$ cat src/rtl/eth_udp_drop_filter_if.sv
// 64-bit AXI-Stream beat bundle (no tready) shared by the RX filter's input and output.
interface eth_udp_drop_filter_if;
  logic        tvalid;
  logic [63:0] tdata;
  logic [7:0]  tkeep;
  logic        tlast;
  logic        tuser;

  modport master (output tvalid, tdata, tkeep, tlast, tuser);
  modport slave  (input  tvalid, tdata, tkeep, tlast, tuser);
endinterface

$ cat src/rtl/eth_udp_drop_filter.sv
// Inline IPv4/UDP port drop filter (DNS blocking) on the 10G RX path; fail-open when undecided.
// Fixed 5-cycle latency; no backpressure (stream has no tready), dropped frames just lose tvalid.
module eth_udp_drop_filter #(
  parameter int CNT_W     = 32,
  parameter bit MATCH_SRC = 1'b0
) (
  input  logic                         clk156,
  input  logic                         eth_rst,
  input  logic                         filter_en,
  input  logic [15:0]                  filter_port,
  eth_udp_drop_filter_if.slave         s_axis,
  eth_udp_drop_filter_if.master        m_axis,
  output logic [CNT_W-1:0]             pass_cnt,
  output logic [CNT_W-1:0]             drop_cnt,
  output logic [CNT_W-1:0]             undec_cnt,
  output logic [7:0]                   debug
);

  typedef enum logic [1:0] {SYNC, HEAD, BODY} state_e;

  typedef struct packed {
    logic        vld;
    logic        sop;
    logic [63:0] dat;
    logic [7:0]  keep;
    logic        last;
    logic        user;
  } beat_t;

  state_e      state_q, state_d;
  logic [2:0]  rx_cnt_q, rx_cnt_d;
  logic        in_vld, beat0, beat1, beat2, beat4;

  beat_t       in_beat;
  beat_t [4:0] pipe_q;
  beat_t       s5;

  logic [15:0] ftype_q;
  logic [7:0]  verbyte_q, proto_q;
  logic [15:0] dport, sport;
  logic        port_hit;
  logic        dec_vld_q, dec_drop_q;
  logic        out_drop_q, out_undec_q;
  logic        drop_now, undec_now;
  logic [CNT_W-1:0] pass_cnt_q, drop_cnt_q, undec_cnt_q;

  always_ff @(posedge clk156) begin
    if (eth_rst) begin
      state_q  <= SYNC;
      rx_cnt_q <= '0;
    end else begin
      state_q  <= state_d;
      rx_cnt_q <= rx_cnt_d;
    end
  end

  always_comb begin
    state_d  = state_q;
    rx_cnt_d = rx_cnt_q;
    if (s_axis.tvalid) begin
      case (state_q)
        SYNC: if (s_axis.tlast) begin
          state_d  = HEAD;
          rx_cnt_d = '0;
        end
        HEAD: if (s_axis.tlast) begin
          rx_cnt_d = '0;
        end else if (rx_cnt_q == 3'd4) begin
          state_d  = BODY;
          rx_cnt_d = '0;
        end else begin
          rx_cnt_d = rx_cnt_q + 3'd1;
        end
        BODY: if (s_axis.tlast) begin
          state_d  = HEAD;
          rx_cnt_d = '0;
        end
        default: begin
          state_d  = SYNC;
          rx_cnt_d = '0;
        end
      endcase
    end
  end

  always_comb begin
    in_vld = s_axis.tvalid && (state_q != SYNC);
    beat0  = s_axis.tvalid && (state_q == HEAD) && (rx_cnt_q == 3'd0);
    beat1  = s_axis.tvalid && (state_q == HEAD) && (rx_cnt_q == 3'd1);
    beat2  = s_axis.tvalid && (state_q == HEAD) && (rx_cnt_q == 3'd2);
    beat4  = s_axis.tvalid && (state_q == HEAD) && (rx_cnt_q == 3'd4);
  end

  always_comb begin
    in_beat      = '0;
    in_beat.vld  = in_vld;
    in_beat.sop  = beat0;
    in_beat.dat  = s_axis.tdata;
    in_beat.keep = s_axis.tkeep;
    in_beat.last = s_axis.tlast;
    in_beat.user = s_axis.tuser;
  end

  always_ff @(posedge clk156) begin
    if (eth_rst) begin
      pipe_q <= '0;
    end else begin
      pipe_q <= {pipe_q[3:0], in_beat};
    end
  end

  assign s5 = pipe_q[4];

  // Ports sit on beat 4 (frame bytes 34..37) and are compared straight off the bus.
  assign dport    = {s_axis.tdata[39:32], s_axis.tdata[47:40]};
  assign sport    = {s_axis.tdata[23:16], s_axis.tdata[31:24]};
  assign port_hit = ((MATCH_SRC ? sport : dport) == filter_port);

  always_ff @(posedge clk156) begin
    if (eth_rst) begin
      ftype_q    <= '0;
      verbyte_q  <= '0;
      proto_q    <= '0;
      dec_vld_q  <= 1'b0;
      dec_drop_q <= 1'b0;
    end else begin
      if (beat1) begin
        ftype_q   <= {s_axis.tdata[39:32], s_axis.tdata[47:40]};
        verbyte_q <= s_axis.tdata[55:48];
      end
      if (beat2) begin
        proto_q <= s_axis.tdata[63:56];
      end
      if (beat4) begin
        dec_vld_q  <= 1'b1;
        dec_drop_q <= filter_en && (ftype_q == 16'h0800) && (verbyte_q == 8'h45) &&
                      (proto_q == 8'h11) && port_hit;
      end else if (beat0) begin
        dec_vld_q <= 1'b0;
      end
    end
  end

  // The first beat reads the live decision; later beats of the frame use the latched copy.
  assign drop_now  = (s5.vld && s5.sop) ? (dec_vld_q && dec_drop_q) : out_drop_q;
  assign undec_now = (s5.vld && s5.sop) ? !dec_vld_q : out_undec_q;

  always_ff @(posedge clk156) begin
    if (eth_rst) begin
      out_drop_q  <= 1'b0;
      out_undec_q <= 1'b0;
      pass_cnt_q  <= '0;
      drop_cnt_q  <= '0;
      undec_cnt_q <= '0;
    end else begin
      if (s5.vld && s5.sop) begin
        out_drop_q  <= dec_vld_q && dec_drop_q;
        out_undec_q <= !dec_vld_q;
      end
      if (s5.vld && s5.last) begin
        if (drop_now) begin
          drop_cnt_q <= drop_cnt_q + CNT_W'(1);
        end else begin
          pass_cnt_q <= pass_cnt_q + CNT_W'(1);
        end
        if (undec_now) begin
          undec_cnt_q <= undec_cnt_q + CNT_W'(1);
        end
      end
    end
  end

  assign m_axis.tvalid = s5.vld && !drop_now;
  assign m_axis.tdata  = s5.dat;
  assign m_axis.tkeep  = s5.keep;
  assign m_axis.tlast  = s5.last;
  assign m_axis.tuser  = s5.user;

  assign pass_cnt  = pass_cnt_q;
  assign drop_cnt  = drop_cnt_q;
  assign undec_cnt = undec_cnt_q;
  assign debug     = drop_cnt_q[7:0];

endmodule

$ cat src/flat_wrapper.sv
// flat-port wrapper written by rule: the top's interface ports become plain ports
module eth_udp_drop_filter_flat 
#(
  parameter int CNT_W     = 32,
  parameter bit MATCH_SRC = 1'b0
)
  (clk156, eth_rst, filter_en, filter_port, pass_cnt, drop_cnt, undec_cnt, debug, s_axis_tvalid, s_axis_tdata, s_axis_tkeep, s_axis_tlast, s_axis_tuser, m_axis_tvalid, m_axis_tdata, m_axis_tkeep, m_axis_tlast, m_axis_tuser);
  eth_udp_drop_filter_if s_axis_i ();
  eth_udp_drop_filter_if m_axis_i ();
  input  logic clk156;
  input  logic eth_rst;
  input  logic filter_en;
  input  logic [15:0] filter_port;
  output logic [CNT_W-1:0] pass_cnt;
  output logic [CNT_W-1:0] drop_cnt;
  output logic [CNT_W-1:0] undec_cnt;
  output logic [7:0] debug;
  input wire logic [$bits(s_axis_i.tvalid)-1:0] s_axis_tvalid;
  input wire logic [$bits(s_axis_i.tdata)-1:0] s_axis_tdata;
  input wire logic [$bits(s_axis_i.tkeep)-1:0] s_axis_tkeep;
  input wire logic [$bits(s_axis_i.tlast)-1:0] s_axis_tlast;
  input wire logic [$bits(s_axis_i.tuser)-1:0] s_axis_tuser;
  output wire logic [$bits(m_axis_i.tvalid)-1:0] m_axis_tvalid;
  output wire logic [$bits(m_axis_i.tdata)-1:0] m_axis_tdata;
  output wire logic [$bits(m_axis_i.tkeep)-1:0] m_axis_tkeep;
  output wire logic [$bits(m_axis_i.tlast)-1:0] m_axis_tlast;
  output wire logic [$bits(m_axis_i.tuser)-1:0] m_axis_tuser;
  assign s_axis_i.tvalid = s_axis_tvalid;
  assign s_axis_i.tdata = s_axis_tdata;
  assign s_axis_i.tkeep = s_axis_tkeep;
  assign s_axis_i.tlast = s_axis_tlast;
  assign s_axis_i.tuser = s_axis_tuser;
  assign m_axis_tvalid = m_axis_i.tvalid;
  assign m_axis_tdata = m_axis_i.tdata;
  assign m_axis_tkeep = m_axis_i.tkeep;
  assign m_axis_tlast = m_axis_i.tlast;
  assign m_axis_tuser = m_axis_i.tuser;
  eth_udp_drop_filter #(.CNT_W(CNT_W), .MATCH_SRC(MATCH_SRC)) u_core (.clk156(clk156), .eth_rst(eth_rst), .filter_en(filter_en), .filter_port(filter_port), .s_axis(s_axis_i), .m_axis(m_axis_i), .pass_cnt(pass_cnt), .drop_cnt(drop_cnt), .undec_cnt(undec_cnt), .debug(debug));
endmodule
$ cat config.mk
export PLATFORM = sky130hd
export DESIGN_NAME = eth_udp_drop_filter_flat
export DESIGN_NICKNAME = d
export VERILOG_FILES = /design/src/rtl/eth_udp_drop_filter_if.sv /design/src/rtl/eth_udp_drop_filter.sv /design/src/flat_wrapper.sv
export SDC_FILE = /design/constraint.sdc
export NUM_CORES = 1
export LEC_CHECK = 0
export BUFFER_PORTS_ARGS = -buffer_cell sky130_fd_sc_hd__buf_2
export CORE_MARGIN = 1
export CORE_UTILIZATION = 45
export CTS_CLUSTER_DIAMETER = 80
export DETAILED_ROUTE_END_ITERATION = 10
export PLACE_DENSITY = 0.68
export SETUP_SLACK_MARGIN = 0.02
export SLEW_MARGIN = 40
export SYNTH_ARGS = -nofsm -noshare
export SYNTH_HDL_FRONTEND = slang
export SYNTH_SLANG_ARGS = --single-unit
$ cat constraint.sdc
create_clock -name clk156 -period 2.1 [get_ports clk156]
set_input_delay 0.42 -clock clk156 [delete_from_list [all_inputs] [get_ports clk156]]
set_output_delay 0.42 -clock clk156 [all_outputs]
set_load 0.01 [all_outputs]
==> results.cfg <==
[status]
outcome = finished with violations
violated_checks = negative setup slack

[route]
route.antenna.remaining_nets = 0
firstDrtPassIters = 4
post-route-drc-count = 0
viasPerCell = 4.627
dr.max_layer_used = met4
routed_wire_length_per_instance_um = 13.42
dr_wl_met2_um = 14960
detailroute.via_count = 10980
drt-met1-wl_um = 14480
dr_wl_met3_um = 1725
dr.first_iter.drc_count = 431
totalWireLength_um = 31840

[timing]
layout_min_cycle_time_ns = 2.113
setup-violations-final = 2
rsz0062_at_grt = yes
clock-skew-final_ns = 0.01702
hold_ws_ns = 0.05144
final_hold_viol_count = 0
slew_headroom_pct = 41.80
timing.final.ws_setup_ns = -0.01310
post-route-period-util_pct = 100.6
fmax_ghz = 0.4732
final_max_slew_viol_count = 0
max_slew.worst_pin.slew_ns = 0.8730

[die]
die_height_um = 195.7
placeableCoreArea_um2 = 36790
rows = 70
start_util_pct = 45.88
design.die.area_um2 = 38290
design.portCount = 273
width_of_the_chip_um = 195.7

[yosys]
mappedNetlistArea_um2 = 16880
seq_area_frac_synth_pct = 61.32
ys_types = 38
synthesis.nets = 1731
synthesized_netlist_cell_count = 1630
synth_enable_flop_cells = 0
flip_flop_and_latch_count_after_synthesis = 517
synth.avg_cell_area_um2 = 10.36
synth-main-ff-cell = dfxtp_1
ys_async_sr_fraction_pct = 0
yosys_warnings = 0

[global_routing]
global_route_wire_length_before_repair_um = 50020
grtUsageTotal_pct = 16.05
grt_pass1_vias = 10140
grt.overflow.total = 0
grt_start_max_net_pins = 178
antenna_found_initial = 2

[layout]
final.fill_count = 3187
final_cell_mix = 503 x dfxtp_1, 380 x nor2b_1, 271 x buf_2
flow.area_growth_from_synthesis_pct = 20.73
layout.area.seq_um2 = 10370
final_common_cell = dfxtp_1
final_layout_size_suffix_gt1_share_pct = 24.63
final_cell_area_um2 = 20380
multiInputGateArea_um2 = 5748
fin_nets = 1964
utilization_pct = 55.39

[clock_tree]
clkLatencyLatePin_ns = 0.58
root_buffer = clkbuf_16
h-tree-depth = 2
tritoncts_num_sinks = 517
maximum_root_to_sink_buffer_count = 3
cts_inserted_buffers = 51
cts_tree = built
clk_pin_slew_ns = 0.06

[worst_setup_path]
critical_path.endpoint_type = flip-flop
worst_reg2reg_path_startpoint = u_core.pass_cnt[17]
cp_max_fo = 6
critical-path-slowest-cell = or4_4
worst_path_required_time_ns = 2.60
timing.rr.end = u_core.pass_cnt[31]
timing.critical_path.from_type = flip-flop
r2r_setup_slack_ns = -0.01
criticalPathCategory = reg2reg
cp_cell_sequence = nand4_1 -> or4_1 -> or4_4 -> or3_4 -> a21oi_2
critical_path_buf_inv_count = 0
logic_depth_of_the_worst_register_to_register_path = 5
worst-endpoint-arrival_ns = 2.62
critical_path.max_stage_delay_ns = 0.56
crit_family = simple AND/OR/NAND/NOR gates

[placement]
detailed_place_hpwl_um = 20760
portBuffers = 272
placement.cell_area_um2 = 18460
finalWeightedCongestion = 0.8180

[pwr]
powerDensity_nw_per_um2 = 961.0
power.ir.vdd_worst_v = 0.0007936
power.static_leakage_uw = 0.008385

[hold_path]
hold_depth = 2
hold_path.class = in2reg
min_delay_worst_endpoint = u_core.pipe_q[7]
hold_path.startpoint = s_axis_tkeep[5]

[flow_run]
max_cap_viol_count = 0
## how the worst max path moves through the flow
stage	slack, ns	cells past startpoint	end	start
3_3_place_gp	-0.01	5	u_core.pass_cnt[31]	u_core.out_drop_q
5_1_grt	-0.07	5	u_core.pass_cnt[31]	u_core.pass_cnt[16]
4_1_cts	-0.01	6	u_core.pass_cnt[29]	u_core.out_drop_q
6_report	-0.01	5	u_core.pass_cnt[31]	u_core.pass_cnt[17]
2_1_floorplan	0.005	6	u_core.pass_cnt[31]	u_core.out_drop_q
3_5_place_dp	-0.04	6	u_core.pass_cnt[25]	u_core.out_drop_q
## cells in the mapped netlist (20+ instances only)
cell type  instances  area [um2]
a21oi_1           63       315.3
buf_4             80       600.6
clkbuf_1          71       266.5
dfxtp_1          517       10350
nand2_1           99       371.6
nand3_1           49       245.2
nand4_1           39       244.0
nor2_1            90       337.8
nor2b_1          380        2377
o21ai_0           22       110.1
or3_1             20       125.1
xnor2_1           31       271.5
xor2_1            57       499.2
## cell families (layout without fill, tap and decap cells)
kind of cell,after synthesis,after routing,synth area share [%]
mux,3,3,0.1779
buf+inv,170,444,5.575
flops,517,517,61.32
simple gates,752,752,24.91
xor+xnor,88,88,4.566
other cells,0,1,0
fa+ha+maj,7,7,0.5189
compound gates,93,93,2.936
## state kept, by name, indices dropped and copies added, names as in the netlist, 2 cells and up
register / count
u_core.m_axis.tdata: 64
u_core.m_axis.tkeep: 8
u_core.rx_cnt_q: 3
u_core.verbyte_q: 8
u_core.pipe_q: 306
u_core.pass_cnt: 32
u_core.ftype_q: 16
u_core.proto_q: 8
u_core.drop_cnt: 32
u_core.undec_cnt: 32
u_core.state_q: 2
## metrics by stage
step / TNS, ns / setup slack (ns) / power (uW) / cells
after floorplan: 0 / 0.004509 / 10590 / 1630
after global placement: -0.01473 / -0.01382 / 10780 / 2271
after detailed placement: -0.2066 / -0.03748 / 10790 / 2271
after CTS: -0.01074 / -0.01074 / 19890 / 2368
after global routing: -0.2266 / -0.07141 / 20320 / 2372
final: -0.01356 / -0.01310 / 19580 / 2373
## layout make-up
class | count | share of cell area, %
Inverter | 13 | 0.2395
Tap cell | 468 | 2.874
Clock inverter | 23 | 1.203
Clock buffer | 71 | 7.129
Multi-Input combinational cell | 943 | 28.21
Timing Repair Buffer | 337 | 9.444
Sequential cell | 517 | 50.89
Antenna cell | 1 | 0.01228
## where the power goes
group          leakage [uW]  internal, uW  switching [uW]
registers           0.00421         10000            39.7
clock network      0.000835          5340            3680
logic               0.00334           229             277
total               0.00839         15600            4000
## layer usage
metal / track usage [%] / up-vias
li1: - / 5622
met1: 20.45 / 5051
met2: 26.22 / 259
met3: 3.679 / 49
met4: 6.713 / 0
met5: 0 / -
## timing repair
action / in CTS / in global routing
setup buffers: 3 / 4
cloned: 0 / 0
hold buffers: 0 / 0
endpoints found under the setup margin: 15 / 27
hold endpoints to repair: 0 / 0
gates resized for setup: 7 / 32
pin swaps: 6 / 11
## worst register-to-register path, stage by stage (launching register included)
cell     delay, ns
dfxtp_2       0.33
nand4_1       0.12
or4_1         0.54
or4_4         0.57
or3_4         0.38
a21oi_2       0.11
Note: power is estimated with default switching activity, not from simulation.
